==> src/rtl/hazard_ctrl.sv <==
// Pipeline hazard controller: stalls and flushes for exceptions, cache misses, the divider, load-use and mispredicts.
// Optional performance counters are built when HAZARD_PERF_EN is defined.
module hazard_ctrl #(
    parameter int DIV_CYCLES = 32
) (
    input  logic        clk,
    input  logic        resetn,
    input  logic [4:0]  rsD,
    input  logic [4:0]  rtD,
    input  logic [4:0]  rtE,
    input  logic        mem_readE,
    input  logic        mispredictE,
    input  logic        div_startE,
    input  logic        except_M,
    input  logic        i_stall,
    input  logic        d_stall,
    output logic        stallF,
    output logic        stallD,
    output logic        stallE,
    output logic        stallM,
    output logic        stallW,
    output logic        flushD,
    output logic        flushE,
    output logic        flushM,
    output logic        flushW,
    output logic        pc_redirect,
    output logic        div_busy,
    output logic        div_done,
    output logic [31:0] perf_stall_cnt,
    output logic [31:0] perf_flush_cnt
);

    typedef enum logic [1:0] {IDLE, EXC_WAIT, EXC_FLUSH} state_t;

    localparam logic [5:0] DIV_LOAD = 6'(DIV_CYCLES);

    state_t     state_reg, state_next;
    logic [5:0] div_cnt_reg, div_cnt_next;
    logic       done_hold_reg, done_hold_next;
    logic       pend_reg, pend_next;

    logic cache_stall;
    logic exc_flush;
    logic exc_wait;
    logic global_stall;
    logic div_busy_int;
    logic div_done_int;
    logic load_use;
    logic div_start;

    assign cache_stall  = i_stall | d_stall;
    assign exc_flush    = (state_reg == EXC_FLUSH) ||
                          ((state_reg == IDLE) && except_M && !cache_stall);
    assign exc_wait     = (state_reg == EXC_WAIT) ||
                          ((state_reg == IDLE) && except_M && cache_stall);
    assign global_stall = cache_stall || (state_reg == EXC_WAIT);
    // The stall is released on the final count so E occupancy matches DIV_CYCLES.
    assign div_busy_int = div_cnt_reg > 6'd1;
    assign div_done_int = div_cnt_reg == 6'd1;
    assign load_use     = mem_readE && (rtE != 5'd0) && ((rtE == rsD) || (rtE == rtD));
    assign div_start    = div_startE && (div_cnt_reg == 6'd0) && !done_hold_reg &&
                          (state_reg == IDLE) && !except_M;

    // Exception FSM: state register
    always_ff @(posedge clk) begin
        if (!resetn) begin
            state_reg <= IDLE;
        end else begin
            state_reg <= state_next;
        end
    end

    // Exception FSM: next state
    always_comb begin
        state_next = state_reg;
        case (state_reg)
            IDLE:      if (except_M && cache_stall) state_next = EXC_WAIT;
            EXC_WAIT:  if (!cache_stall) state_next = EXC_FLUSH;
            EXC_FLUSH: state_next = IDLE;
            default:   state_next = IDLE;
        endcase
    end

    // Exception FSM and hazard outputs, highest priority first
    always_comb begin
        stallF      = 1'b0;
        stallD      = 1'b0;
        stallE      = 1'b0;
        stallM      = 1'b0;
        stallW      = 1'b0;
        flushD      = 1'b0;
        flushE      = 1'b0;
        flushM      = 1'b0;
        flushW      = 1'b0;
        pc_redirect = 1'b0;
        if (!resetn) begin
            flushD = 1'b1;
            flushE = 1'b1;
            flushM = 1'b1;
            flushW = 1'b1;
        end else if (exc_flush) begin
            flushD      = 1'b1;
            flushE      = 1'b1;
            flushM      = 1'b1;
            flushW      = 1'b1;
            pc_redirect = 1'b1;
        end else if (exc_wait || cache_stall) begin
            stallF = 1'b1;
            stallD = 1'b1;
            stallE = 1'b1;
            stallM = 1'b1;
            stallW = 1'b1;
        end else begin
            if (div_busy_int) begin
                stallF = 1'b1;
                stallD = 1'b1;
                stallE = 1'b1;
                flushM = 1'b1;
            end else if (load_use) begin
                stallF = 1'b1;
                stallD = 1'b1;
                flushE = 1'b1;
            end
            // Only the wrong-path F instruction dies; a stalled delay slot defers the kill.
            if (!div_busy_int && !load_use && (mispredictE || pend_reg)) begin
                flushD = 1'b1;
            end
        end
    end

    assign div_busy = resetn & div_busy_int;
    assign div_done = resetn & div_done_int;

    always_comb begin
        div_cnt_next   = div_cnt_reg;
        done_hold_next = done_hold_reg;
        pend_next      = pend_reg;
        if (exc_flush) begin
            div_cnt_next   = 6'd0;
            done_hold_next = 1'b0;
            pend_next      = 1'b0;
        end else begin
            if (div_start) begin
                div_cnt_next = DIV_LOAD;
            end else if ((div_cnt_reg != 6'd0) && !global_stall) begin
                div_cnt_next = div_cnt_reg - 6'd1;
            end
            // Set wins over clear so a still-asserted div_startE cannot restart on the next cycle.
            if (div_done_int) begin
                done_hold_next = 1'b1;
            end else if (!stallE) begin
                done_hold_next = 1'b0;
            end
            pend_next = stallD ? (pend_reg | mispredictE) : 1'b0;
        end
    end

    always_ff @(posedge clk) begin
        if (!resetn) begin
            div_cnt_reg   <= 6'd0;
            done_hold_reg <= 1'b0;
            pend_reg      <= 1'b0;
        end else begin
            div_cnt_reg   <= div_cnt_next;
            done_hold_reg <= done_hold_next;
            pend_reg      <= pend_next;
        end
    end

`ifdef HAZARD_PERF_EN
    logic [1:0] perf_inc;
    assign perf_inc = {flushD | exc_flush, stallF};

    // Index 0 counts stalled fetch cycles, index 1 counts D-stage kills; both wrap freely.
    for (genvar gi = 0; gi < 2; gi++) begin : g_perf
        logic [31:0] cnt_reg;
        always_ff @(posedge clk) begin
            if (!resetn) begin
                cnt_reg <= 32'd0;
            end else if (perf_inc[gi]) begin
                cnt_reg <= cnt_reg + 32'd1;
            end
        end
    end

    assign perf_stall_cnt = g_perf[0].cnt_reg;
    assign perf_flush_cnt = g_perf[1].cnt_reg;
`else
    assign perf_stall_cnt = 32'd0;
    assign perf_flush_cnt = 32'd0;
`endif

endmodule

==> config.mk <==
export PLATFORM = sky130hd
export DESIGN_NAME = hazard_ctrl
export DESIGN_NICKNAME = d
export VERILOG_FILES = /design/src/rtl/hazard_ctrl.sv
export SDC_FILE = /design/constraint.sdc
export NUM_CORES = 1
export LEC_CHECK = 0
export ABC_CLOCK_PERIOD_IN_PS = 5300
export BUFFER_PORTS_ARGS = -buffer_cell sky130_fd_sc_hd__buf_2
export CORE_MARGIN = 2
export CORE_UTILIZATION = 43
export DETAILED_ROUTE_END_ITERATION = 8
export PLACE_DENSITY_LB_ADDON = 0.25
export SLEW_MARGIN = 20
export SYNTH_ARGS = -nofsm -noshare
export SYNTH_HDL_FRONTEND = slang
export SYNTH_SLANG_ARGS = --single-unit
export TNS_END_PERCENT = 50
==> constraint.sdc <==
create_clock -name clk -period 5.3 [get_ports clk]
set_input_delay 0.265 -clock clk [delete_from_list [all_inputs] [get_ports clk]]
set_output_delay 0.265 -clock clk [all_outputs]
set_load 0.02 [all_outputs]
Word-level counts from Yosys, hierarchy flattened
Index checks and enable logic that the tools add are counted.
W data, S select, Z words.
Word-level totals
  output and inout port bits: 76
  flip-flop bits (word level): 10
  input bits: 23
Cells by class
  reductions and logical operators: 34
  order comparisons: 1
  muxes and demuxes: 33
  $add $sub $neg: 1
  bitwise logic cells: 6
  eq/ne operators: 8
Operator list (number)
  $mux W1: 28
  $logic_and A1 B1 Y1: 13
  $mux W6: 2
  $eq A5 B5 Y1: 2
  $eq A6 B1 Y1 const B: 1
  $gt A6 B1 Y1 const B: 1
  $logic_not A1 Y1: 6
  $logic_not A6 Y1: 1
  $logic_or A1 B1 Y1: 6
  $reduce_bool A6 Y1: 1
  $reduce_or A3 Y1: 2
  $sub A6 B1 Y6 const B: 1
  $reduce_bool A5 Y1: 1
  $mux W2: 2
  $ne A2 B1 Y1 const B: 2
  $pmux W2 S2: 1
  $and A1 B1 Y1: 2
  $eq A2 B1 Y1 const B: 1
  $eq A2 B2 Y1 const B: 1
  $logic_not A2 Y1: 1
  $ne A2 B2 Y1 const B: 1
  $not A1 Y1: 2
  $or A1 B1 Y1: 2
  $reduce_and A2 Y1: 1
  2 further kinds: 2

Depth between registers and ports, before layout
Gate-level depths: netlist (run 1).
  depth in word-level cells: 10
  depth in mapped cells: 6

Least setup slack after synthesis (run 1)
Ideal clock, no wire load.
  path type: register to output
  from: register div_cnt_reg[0]
  to: output stallF
  cell stages (with the launch flop): 7
  arrival: 1775 ps
  path slack: 3260 ps
  path through: dfxtp_1 -> inv_1 -> ha_1 -> or2_2 -> and4_4 -> o22ai_1 -> buf_4
Between the ends
  longest elaborated chain between the ends: 5
Ends and longest elaborated chain
  from (decl): RTL line 38  | logic [5:0] div_cnt_reg, div_cnt_next;
  from (signal assigned): RTL line 164  | div_cnt_reg <= div_cnt_next;
  $gt A6 B1 Y1: RTL line 58  | assign div_busy_int = div_cnt_reg > 6'd1;
  $mux W1 (4 in a row)
  to (decl): RTL line 17  | output logic stallF,
No other way between the ends.

Worst setup path after layout (run 1)
  from: register div_cnt_reg[0]
  to: output stallF
Between the ends
  longest elaborated chain between the ends: 5
Ends and longest elaborated chain
  $gt A6 B1 Y1: RTL line 58
  $mux W1: RTL line 114  | if (div_busy_int) begin
  $mux W1: RTL line 107  | end else if (exc_wait || cache_stall) begin
  $mux W1: RTL line 101  | end else if (exc_flush) begin
  $mux W1: RTL line 96  | if (!resetn) begin
No other way between the ends.

==> metrics.yaml, run 1 <==
status: "completed"
period_share_pct: 40.63
drive_gt1_share_pct: 22.40
path_buf_inv: 2
n_antenna_cell: 0
rsz0062_at_grt: "false"
ys_seq_area_share_pct: 16.05
fin_setup_tns_ns: 0
syn_area_per_cell_sq_um: 7.895
holdBufCountCts: 0
cts_tree: "done"
startpoint_type: "flip-flop"
critical_path_required_ns: 5.04
drt_iter0_drc: 13
synth_cell_types: 42
synth-simple-area-share_pct: 19.16
synth_compound_area_share_pct: 11.23
fin_util_pct: 44.24
ctsResizeCount: 0
antenna_found_initial: 0
vdd_ir_drop_max_uv: 161.6
vias: 962
setup-violations-final: 0
grt_max_degree: 10
cts_buffers: 3
swShare_pct: 45.30
synth_most_common_cell: "buf_4"
track_usage_pct: 13.14
fill_cells: 297
synthArstFlopShare_pct: 0
crit_arrival_ns: 1.89
switchingPower_uw: 118.8
nets: 219
grt_use_met3_pct: 4.241
htreeDepth: 1
yosys-top-cells-area: "buf_4 (40%), dfxtp_1 (16%), xor2_1 (7.0%)"
synthMuxAreaShare_pct: 0.9027
synth_common_cells: "buf_4 (66), nor2_1 (14), dfxtp_1 (10), xor2_1 (10), nor4_1 (5)"
port_buffers: 34
wl_mm: 2.194
clk_pin_slew_ns: 0.06
area_delta_synth_final_pct: -2.207
ys_ff_latch: 10
netlist_area_sq_um: 1247
whs_ns: 0.2994
slowest_delay_ns: 0.39
core_sq_um: 2758
synth_area_leader_cell: "buf_4"
synth_fa_ha_area_share_pct: 2.006
die-area_sq_um: 3348
fp.dieH_microns: 57.86
overflow: 0
drt_pass1_iterations: 4
grt_pass1_vias: 816
path_max_fanout: 6
use_met1_pct: 14.71
yosysWarnings: 0
routed_via_density: 4.314
post_drt_wl_per_cell_microns: 9.839
power.density_nw_per_um2: 215.1
cp_top_family: "simple AND/OR/NAND/NOR gates"
crit_path_end_kind: "output pin"
pwr-share-seq_pct: 32.8
p_int_uw: 143.5
io_pins: 99
relSlewSlack_pct: 62.08
synth-xor-area-share_pct: 9.127
drtAntennaViolNets: 0
clock-root-buffer: "clkbuf_4"
busiest_layer: "met2"
worstMarginPinSlew_ns: 0.5654
hp-class: "input pin to flip-flop"
crit_path_cell_trace: "inv_1 > ha_1 > or2_2 > and4_4 > o22ai_1 > buf_2"
largest_reg_flops: 6
gp_congestion: 0.7813
start_util_pct: 45.24
cp_slowest_cell: "dfxtp_1"
worstSkewPairLatency_ns: 0.26
clkSinkCount: 10
slew_violations: 0
ctsLongestPathBuffers: 2
route.detailed.drc: 0
final_hold_viol_count: 0
die_w_microns: 57.86
place_inst: 220
synth_top_family_by_area: "buffers and inverters"
fmax_mhz: 464.4
clockPowerShare_pct: 19.1
period_minus_slack_ns: 2.153
placementRows: 19
syn_inst: 158
maxCapViolations: 0
postCtsSetupBuffers: 0
synth_flop_cell: "dfxtp_1"
comb_power_share_pct: 48.1
worstSetupPathType: "flip-flop to output pin"
post-dp-hpwl_mm: 1.909
fin_skew_ns: 0.0005153
final_cells: 223
use_met2_pct: 24.51
synth_edf_count: 0
leakage_nw: 0.6391
grt_pass1_wl_mm: 3.512
synth_top_area_share_pct: 39.72
==> worst paths after layout <==
kind,startpoint,endpoint,slack [ns],depth (start not counted)
max,div_cnt_reg[0],stallF,3.15,6
min,except_M,state_reg[0],0.30,3
max reg2reg,div_cnt_reg[0],pend_reg,3.48,6
min reg2reg,done_hold_reg,done_hold_reg,0.50,2
==> power by group through the flow <==
stage	sequential, mW	combinational, mW	clock, mW
finish	0.0861	0.126	0.0502
global route	0.0873	0.138	0.0560
CTS	0.0862	0.126	0.0522
detailed placement	0.0880	0.125	0
global placement	0.0875	0.124	0
floorplan	0.0867	0.136	0
==> worst register-to-register path: cells and delay by family (launching register included) <==
kind / cells / cell delay (ns)
compound gates: 2 / 0.52
fa+ha+maj: 1 / 0.26
buf+inv: 1 / 0.06
flops: 1 / 0.39
simple gates: 2 / 0.54
==> per-layer routing <==
layer	wire length [microns]	share of wire [%]
met3	190	8.7
met2	1103	50
met4	15	0.68
met5	0	0
met1	884	40
==> cell type report <==
type | instances | area [sq um] | area share, %
sequential | 10 | 200.2 | 16.41
clock buffer | 3 | 22.52 | 1.846
tap | 31 | 38.79 | 3.179
multi-input combinational | 140 | 769.5 | 63.08
timing repair buffer | 34 | 170.2 | 13.95
inverter | 5 | 18.77 | 1.538
==> cells by family after synthesis <==
kind of cell               count (synthesis)
buffers and inverters                     71
AOI/OAI and AO/OA                         20
adders and majority gates                  2
DFF                                       10
and+or+nand+nor                           40
muxes                                      1
xor gates and xnor gates                  13
other                                      1
==> layout by cell type, fill, tap and decap left out, types with 2 or more instances in the layout <==
cell type,instances
xnor2_1,3
clkbuf_4,3
o21ai_0,3
a211oi_1,3
ha_1,2
conb_1,64
nor2_1,14
buf_2,34
a21oi_1,3
nand4_1,2
nor4_1,5
inv_1,4
dfxtp_1,10
or3_1,2
xor2_1,10
nor3_1,3
==> through the flow <==
| stage | area (sq um) | worst slack (ns) | power, mW |
|---|---|---|---|
| floorplan | 1484 | 3.260 | 0.2225 |
| global placement | 1197 | 3.432 | 0.2113 |
| detailed placement | 1197 | 3.420 | 0.2133 |
| CTS | 1220 | 3.133 | 0.2639 |
| global route | 1220 | 2.964 | 0.2816 |
| finish | 1220 | 3.147 | 0.2624 |
(Power assumes the default switching activity.)
==> run 2: changes to the inputs <==
--- a/config.mk
+++ b/config.mk
@@ -5,10 +5,11 @@
 export SDC_FILE = /design/constraint.sdc
 export NUM_CORES = 1
 export LEC_CHECK = 0
-export ABC_CLOCK_PERIOD_IN_PS = 5300
+export ABC_AREA = 1
+export ABC_CLOCK_PERIOD_IN_PS = 2100
 export BUFFER_PORTS_ARGS = -buffer_cell sky130_fd_sc_hd__buf_2
 export CORE_MARGIN = 2
-export CORE_UTILIZATION = 43
+export CORE_UTILIZATION = 41
 export DETAILED_ROUTE_END_ITERATION = 8
 export PLACE_DENSITY_LB_ADDON = 0.25
 export SLEW_MARGIN = 20
==> constraint.sdc (replaced) <==
create_clock -name clk -period 2.1 [get_ports clk]
set_input_delay 0.105 -clock clk [delete_from_list [all_inputs] [get_ports clk]]
set_output_delay 0.105 -clock clk [all_outputs]
set_load 0.02 [all_outputs]
==> run 2 against run 1 <==
Effect of this change: global-route usage decreased by 1.3 points; final cell count up 26%; synthesized cell count grew 28%; area after synthesis up 6.3%; worst setup slack worse by 2.8 ns; critical path depth unchanged; flip-flop and latch count stayed put; hold slack worse by 0.22 ns; register-to-register slack worse by 2.8 ns; via count increased by 9.4%; highest routed layer is now met3.
==> metrics.yaml, run 2 <==
pre_cts_slack_ns: 0.5990  # was 3.420 ns
maxCapViolations: 0  # unchanged
rsz0062_at_grt: "false"  # unchanged
clkSinkCount: 10  # unchanged
path_max_fanout: 5  # was 6
ctsResizeCount: 0  # unchanged
setup-violations-final: 0  # unchanged
crit_arrival_ns: 1.67  # was 1.89 ns
yosysWarnings: 0  # unchanged
r2r_cells: 8  # was 6
clk_pin_slew_ns: 0.07  # was 0.06 ns
synth_cell_types: 30  # was 42
worstSetupPathType: "flip-flop to output pin"  # unchanged
regToRegSetupSlack_ns: 0.67  # was 3.48 ns
fin_util_pct: 43.07  # was 44.24%
grt_use_met3_pct: 2.985  # was 4.241%
synthMuxAreaShare_pct: 0  # was 0.9027%
crit_path_end_kind: "output pin"  # unchanged
period_share_pct: 84.69
ctsLongestPathBuffers: 2  # unchanged
comb_power_share_pct: 49.5  # was 48.1%
ys_ff_latch: 10  # unchanged
yosys-top-cells-area: "buf_4 (37%), dfxtp_1 (15%), nand2_1 (8.8%)"  # was buf_4 (40%), dfxtp_1 (16%), xor2_1 (7.0%)
worstSkewPairLatency_ns: 0.27  # was 0.26 ns
area_delta_synth_final_pct: -0.8491  # was -2.207%
drive_gt1_share_pct: 27.43  # was 22.40%
vias: 1052  # was 962
htreeDepth: 1  # unchanged
whs_ns: 0.07633  # was 0.2994 ns
critical_path_required_ns: 2.00  # was 5.04 ns
period_minus_slack_ns: 1.779
synth_fa_ha_area_share_pct: 1.887  # was 2.006%
r2r_end: "div_cnt_reg[4]"  # was pend_reg
core_sq_um: 3053  # was 2758 sq um
synth_compound_area_share_pct: 6.604  # was 11.23%
n_antenna_cell: 0  # unchanged
syn_inst: 203  # was 158
post_drt_wl_per_cell_microns: 7.669  # was 9.839 microns
cts_buffers: 3  # unchanged
postCtsSetupBuffers: 0  # unchanged
whs_path_depth: 3  # unchanged
clock-root-buffer: "clkbuf_4"  # unchanged
reg2reg_from: "div_cnt_reg[0]"  # unchanged
grt_pass1_wl_mm: 3.401  # was 3.512 mm
fin_setup_tns_ns: 0  # unchanged
slew_violations: 0  # unchanged
busiest_layer: "met2"  # unchanged
power.density_nw_per_um2: 525.5  # was 215.1 nW/um^2
final_cell_mix: "conb_1 (64), buf_2 (34), nand2_1 (31), inv_1 (21), nor2_1 (18)"  # was conb_1 (64), buf_2 (34), nor2_1 (14), xor2_1 (10), dfxtp_1 (10)
grt_max_degree: 7  # was 10
overflow: 0  # unchanged
synth_common_cells: "buf_4 (66), nand2_1 (31), inv_1 (21)"  # was buf_4 (66), nor2_1 (14), dfxtp_1 (10), xor2_1 (10), nor4_1 (5)
hp-class: "input pin to flip-flop"  # unchanged
placementRows: 20  # was 19
swShare_pct: 47.95  # was 45.30%
start_util_pct: 43.44  # was 45.24%
routed_via_density: 3.744  # was 4.314
netlist_area_sq_um: 1326  # was 1247 sq um
use_met1_pct: 15.13  # was 14.71%
synth_edf_count: 0  # unchanged
fmax_mhz: 562.3
min_from: "mispredictE"  # was except_M
final_hold_viol_count: 0  # unchanged
leakage_nw: 0.8158  # was 0.6391 nW
drtAntennaViolNets: 0  # unchanged
startpoint_type: "flip-flop"  # unchanged
whs_endpoint: "pend_reg"  # was state_reg[0]
synthArstFlopShare_pct: 0  # unchanged
synth-xor-area-share_pct: 1.321  # was 9.127%
wl_mm: 2.155  # was 2.194 mm
synth_flop_cell: "dfxtp_1"  # unchanged
die-area_sq_um: 3706  # was 3348 sq um
status: "completed"  # unchanged
track_usage_pct: 11.82  # was 13.14%
gp_congestion: 0.7849  # was 0.7813
synth_area_leader_cell: "buf_4"  # unchanged
port_buffers: 34  # unchanged
drt_pass1_iterations: 4  # unchanged
p_int_uw: 359.7  # was 143.5 uW
drt_iter0_drc: 19  # was 13
holdBufCountCts: 0  # unchanged
final_common_cell: "conb_1"  # unchanged
io_pins: 99  # unchanged
largest_reg_flops: 6  # unchanged
fin_skew_ns: 0.003149  # was 0.0005153 ns
route.detailed.drc: 0  # unchanged
grt_pass1_vias: 833  # was 816
synth_top_area_share_pct: 37.36  # was 39.72%
synth_most_common_cell: "buf_4"  # unchanged
clockPowerShare_pct: 19.5  # was 19.1%
pwr-share-seq_pct: 31.0  # was 32.8%
switchingPower_uw: 331.4  # was 118.8 uW
use_met2_pct: 20.43  # was 24.51%
fill_cells: 334  # was 297
cts_tree: "done"  # unchanged
antenna_found_initial: 0  # unchanged
fp.dieH_microns: 60.88  # was 57.86 microns
synth_top_family_by_area: "buffers and inverters"  # unchanged
nets: 264  # was 219
finalWorstSetupSlack_ns: 0.3214  # was 3.147 ns
syn_area_per_cell_sq_um: 6.533  # was 7.895 sq um
vdd_ir_drop_max_uv: 248.2  # was 161.6 uV
synth-simple-area-share_pct: 28.11  # was 19.16%
ys_seq_area_share_pct: 15.09  # was 16.05%
post-dp-hpwl_mm: 1.916  # was 1.909 mm
die_w_microns: 60.88  # was 57.86 microns
==> run 2: changes by cell type after synthesis, sizes merged, moves of 2 or more <==
cell,delta
nand3,+7
o21ai,+3
nand2,+37
inv,+28
nor4,-5
or3,-3
or2,-2
a211oi,-3
nor2,+9
xor2,-10
==> run 2: metal layers <==
layer / share of wire, % / up-vias
met4: 0 / 0
met3: 11 / 0
li1: - / 554
met5: 0 / -
met1: 43 / 433
met2: 46 / 65
==> run 2: worst max-delay path by stage <==
stage / end / slack [ns] / depth (start not counted) / startpoint
4_1_cts: stallD / 0.30 / 10 / div_cnt_reg[0]
3_3_place_gp: flushM / 0.64 / 6 / div_cnt_reg[0]
5_1_grt: stallF / 0.16 / 10 / div_cnt_reg[0]
6_report: flushM / 0.32 / 6 / div_cnt_reg[0]
3_5_place_dp: stallD / 0.60 / 10 / div_cnt_reg[0]
2_1_floorplan: flushM / 0.58 / 5 / div_cnt_reg[0]
==> run 2: power groups by stage <==
stage	combinational (mW)	clock, mW	sequential [mW]
5_1_grt	0.382	0.147	0.216
2_1_floorplan	0.368	0	0.216
6_report	0.342	0.135	0.214
3_3_place_gp	0.339	0	0.218
4_1_cts	0.342	0.142	0.214
3_5_place_dp	0.341	0	0.218
==> run 2: cell families after synthesis <==
kind of cell / after synthesis
compound gates: 14
xor+xnor: 2
fa+ha+maj: 2
buf+inv: 99
flops: 10
other cells: 1
simple gates: 75
==> run 2: critical path, stage by stage, from the launching register on <==
cell	delay [ns]
dfxtp_1	0.37
inv_1	0.07
ha_1	0.27
nand3_4	0.14
nand2_2	0.08
o31ai_1	0.25
buf_2	0.22
==> run 2: cell type report <==
cell class | count | area, sq um | area share, %
Clock buffer | 3 | 22.52 | 1.713
Inverter | 33 | 123.9 | 9.420
Multi-Input combinational cell | 157 | 743.2 | 56.52
Sequential cell | 10 | 200.2 | 15.22
Tap cell | 44 | 55.05 | 4.186
Timing Repair Buffer | 34 | 170.2 | 12.94
==> run 2: per-stage QoR <==
step	cells	power, mW	area, sq um
floorplan	266	0.5844	1563
global placement	278	0.5574	1292
detailed placement	278	0.5594	1292
CTS	281	0.6976	1315
global route	281	0.7445	1315
finish	281	0.6910	1315
==> run 3: changes to the inputs <==
--- a/config.mk
+++ b/config.mk
@@ -6,7 +6,7 @@
 export NUM_CORES = 1
 export LEC_CHECK = 0
 export ABC_AREA = 1
-export ABC_CLOCK_PERIOD_IN_PS = 2100
+export ABC_CLOCK_PERIOD_IN_PS = 1700
 export BUFFER_PORTS_ARGS = -buffer_cell sky130_fd_sc_hd__buf_2
 export CORE_MARGIN = 2
 export CORE_UTILIZATION = 41
==> constraint.sdc (replaced) <==
create_clock -name clk -period 1.7 [get_ports clk]
set_input_delay 0.085 -clock clk [delete_from_list [all_inputs] [get_ports clk]]
set_output_delay 0.085 -clock clk [all_outputs]
set_load 0.02 [all_outputs]
==> run 3 against run 2 <==
Effect of this change: power is 28% higher; clock power up 19%; global-route usage is 0.30 points lower; via count is 1.3% higher; critical path type unchanged.
==> metrics.yaml, run 3 (synthesis gave the netlist of run 2 again) <==
place_area_sq_um: 1292  # unchanged
placementRows: 20  # unchanged
crit_path_cell_trace: "inv_2 > ha_2 > nand3_4 > nand2_4 > nand2_4 > inv_2 > nand2_2 > nand2_2 > inv_2 > buf_2"  # was inv_1 > ha_1 > nand3_4 > nand2_2 > o31ai_1 > buf_2
vdd_ir_drop_max_uv: 385.8  # was 248.2 uV
fin_util_pct: 44.80  # was 43.07%
n_antenna_cell: 0  # unchanged
final_cells: 282  # was 281
start_util_pct: 43.44  # unchanged
area_delta_synth_final_pct: 3.113  # was -0.8491%
clock-root-buffer: "clkbuf_4"  # unchanged
largest_reg_flops: 6  # unchanged
leakage_nw: 0.8302  # was 0.8158 nW
final_cell_area_sq_um: 1368  # was 1315 sq um
vias: 1066  # was 1,052
power.density_nw_per_um2: 649.1  # was 525.5 nW/um^2
cts_tree: "done"  # unchanged
reg2reg_from: "div_cnt_reg[0]"  # unchanged
die_w_microns: 60.88  # unchanged
rsz0062_at_grt: "false"  # unchanged
power_uw: 887.6  # was 691.0 uW
fp.dieH_microns: 60.88  # unchanged
port_buffers: 34  # unchanged
cts_buffers: 3  # unchanged
htreeDepth: 1  # unchanged
slew_violations: 0  # unchanged
drtAntennaViolNets: 0  # unchanged
grt_max_degree: 7  # unchanged
fmax_mhz: 634.3
final_cell_mix: "conb_1 (64), buf_2 (34), nand2_1 (31), inv_1 (19), nor2_1 (18)"  # was conb_1 (64), buf_2 (34), nand2_1 (31), inv_1 (21), nor2_1 (18)
core_sq_um: 3053  # unchanged
route.detailed.drc: 0  # unchanged
routed_via_density: 3.780  # was 3.744
final_common_cell: "conb_1"  # unchanged
post-dp-hpwl_mm: 1.885  # was 1.916 mm
setup-violations-final: 0  # unchanged
period_share_pct: 92.74
cp_slowest_cell: "dfxtp_2"  # was dfxtp_1
min_from: "mispredictE"  # unchanged
fin_setup_tns_ns: 0  # unchanged
io_pins: 99  # unchanged
place_inst: 278  # unchanged
path_max_fanout: 4  # was 5
cpMostUsedCell: "inv_2"
holdBufCountCts: 0  # unchanged
clkSinkCount: 10  # unchanged
slowest_delay_ns: 0.33  # was 0.37 ns
crit_path_end_kind: "output pin"  # unchanged
final_hold_viol_count: 0  # unchanged
fin_skew_ns: 0.002822  # was 0.003149 ns
drt_iter0_drc: 21  # was 19
overflow: 0  # unchanged
hp-class: "input pin to flip-flop"  # unchanged
ctsLongestPathBuffers: 2  # unchanged
wl_mm: 2.169  # was 2.155 mm
clk_pin_slew_ns: 0.06  # was 0.07 ns
grt_pass1_vias: 777  # was 833
grt_pass1_wl_mm: 3.263  # was 3.401 mm
crit_start: "div_cnt_reg[1]"  # was div_cnt_reg[0]
period_minus_slack_ns: 1.577
nets: 265  # was 264
drt_pass1_iterations: 4  # unchanged
worstSkewPairLatency_ns: 0.27  # about the same
die-area_sq_um: 3706  # unchanged
gp_congestion: 0.7835  # was 0.7849
maxCapViolations: 0  # unchanged
post_drt_wl_per_cell_microns: 7.691  # was 7.669 microns
status: "completed"  # unchanged
drive_gt1_share_pct: 30.67  # was 27.43%
critical_path_required_ns: 1.62  # was 2.00 ns
crit_arrival_ns: 1.49  # was 1.67 ns
track_usage_pct: 11.53  # was 11.82%
antenna_found_initial: 0  # unchanged
startpoint_type: "flip-flop"  # unchanged
worstSetupPathType: "flip-flop to output pin"  # unchanged
run 3: changes by cell type in the layout (fill, tap and decap cells not counted), sizes merged:
| cell | delta |
|---|---|
| buf | +1 |
run 3: what timing repair did:
| item | 4_1_cts | 5_1_grt |
|---|---|---|
| resized for setup | 2 | 10 |
| endpoints found under the hold margin | 0 | 0 |
| buffers inserted | 0 | 1 |
| pin swaps | 0 | 2 |
| endpoints found under the setup margin | 5 | 6 |
run 3: stage by stage:
| stage | setup slack, ns | hold WS (ns) |
|---|---|---|
| after floorplan | 0.1973 | 0.2208 |
| after global placement | 0.2586 | 0.3402 |
| after detailed placement | 0.2295 | 0.3441 |
| after CTS | 0.0009103 | 0.06183 |
| after global routing | 0.002287 | 0.08719 |
| final | 0.1234 | 0.06328 |
run 3: worst paths after layout:
| check | to | slack, ns | cells after the start |
|---|---|---|---|
| setup / recovery | stallF | 0.12 | 10 |
| hold / removal | pend_reg | 0.06 | 3 |
| setup reg to reg | div_cnt_reg[4] | 0.42 | 8 |
| hold reg to reg | pend_reg | 0.47 | 2 |
run 3: routing by layer:
metal  share of wire (%)  GRT usage [%]  vias up
met5                   0              0        -
met3                  10          3.625        2
met2                  47          19.51       61
met1                  43          14.65      445
li1                    -              -      558
met4                0.28          1.863        0
run 3: where the power goes:
part | switching [mW] | internal [mW] | total, mW
clock network | 0.0793 | 0.0818 | 0.161
registers | 0.0158 | 0.252 | 0.268
logic | 0.327 | 0.132 | 0.459
run 3: critical path, delay by kind of cell (launching register included):
family / cells / cell delay [ns]
adders and majority gates: 1 / 0.19
buffers and inverters: 4 / 0.30
DFF: 1 / 0.33
and+or+nand+nor: 5 / 0.38
run 3: final cells by class:
class / instances / area (sq um)
repair buffers: 35 / 177.7
clock buffers: 3 / 22.52
fillers: 341 / 1685
multi-input cells: 157 / 785.8
flip-flops and latches: 10 / 202.7
well taps: 44 / 55.05
inverters: 33 / 123.9
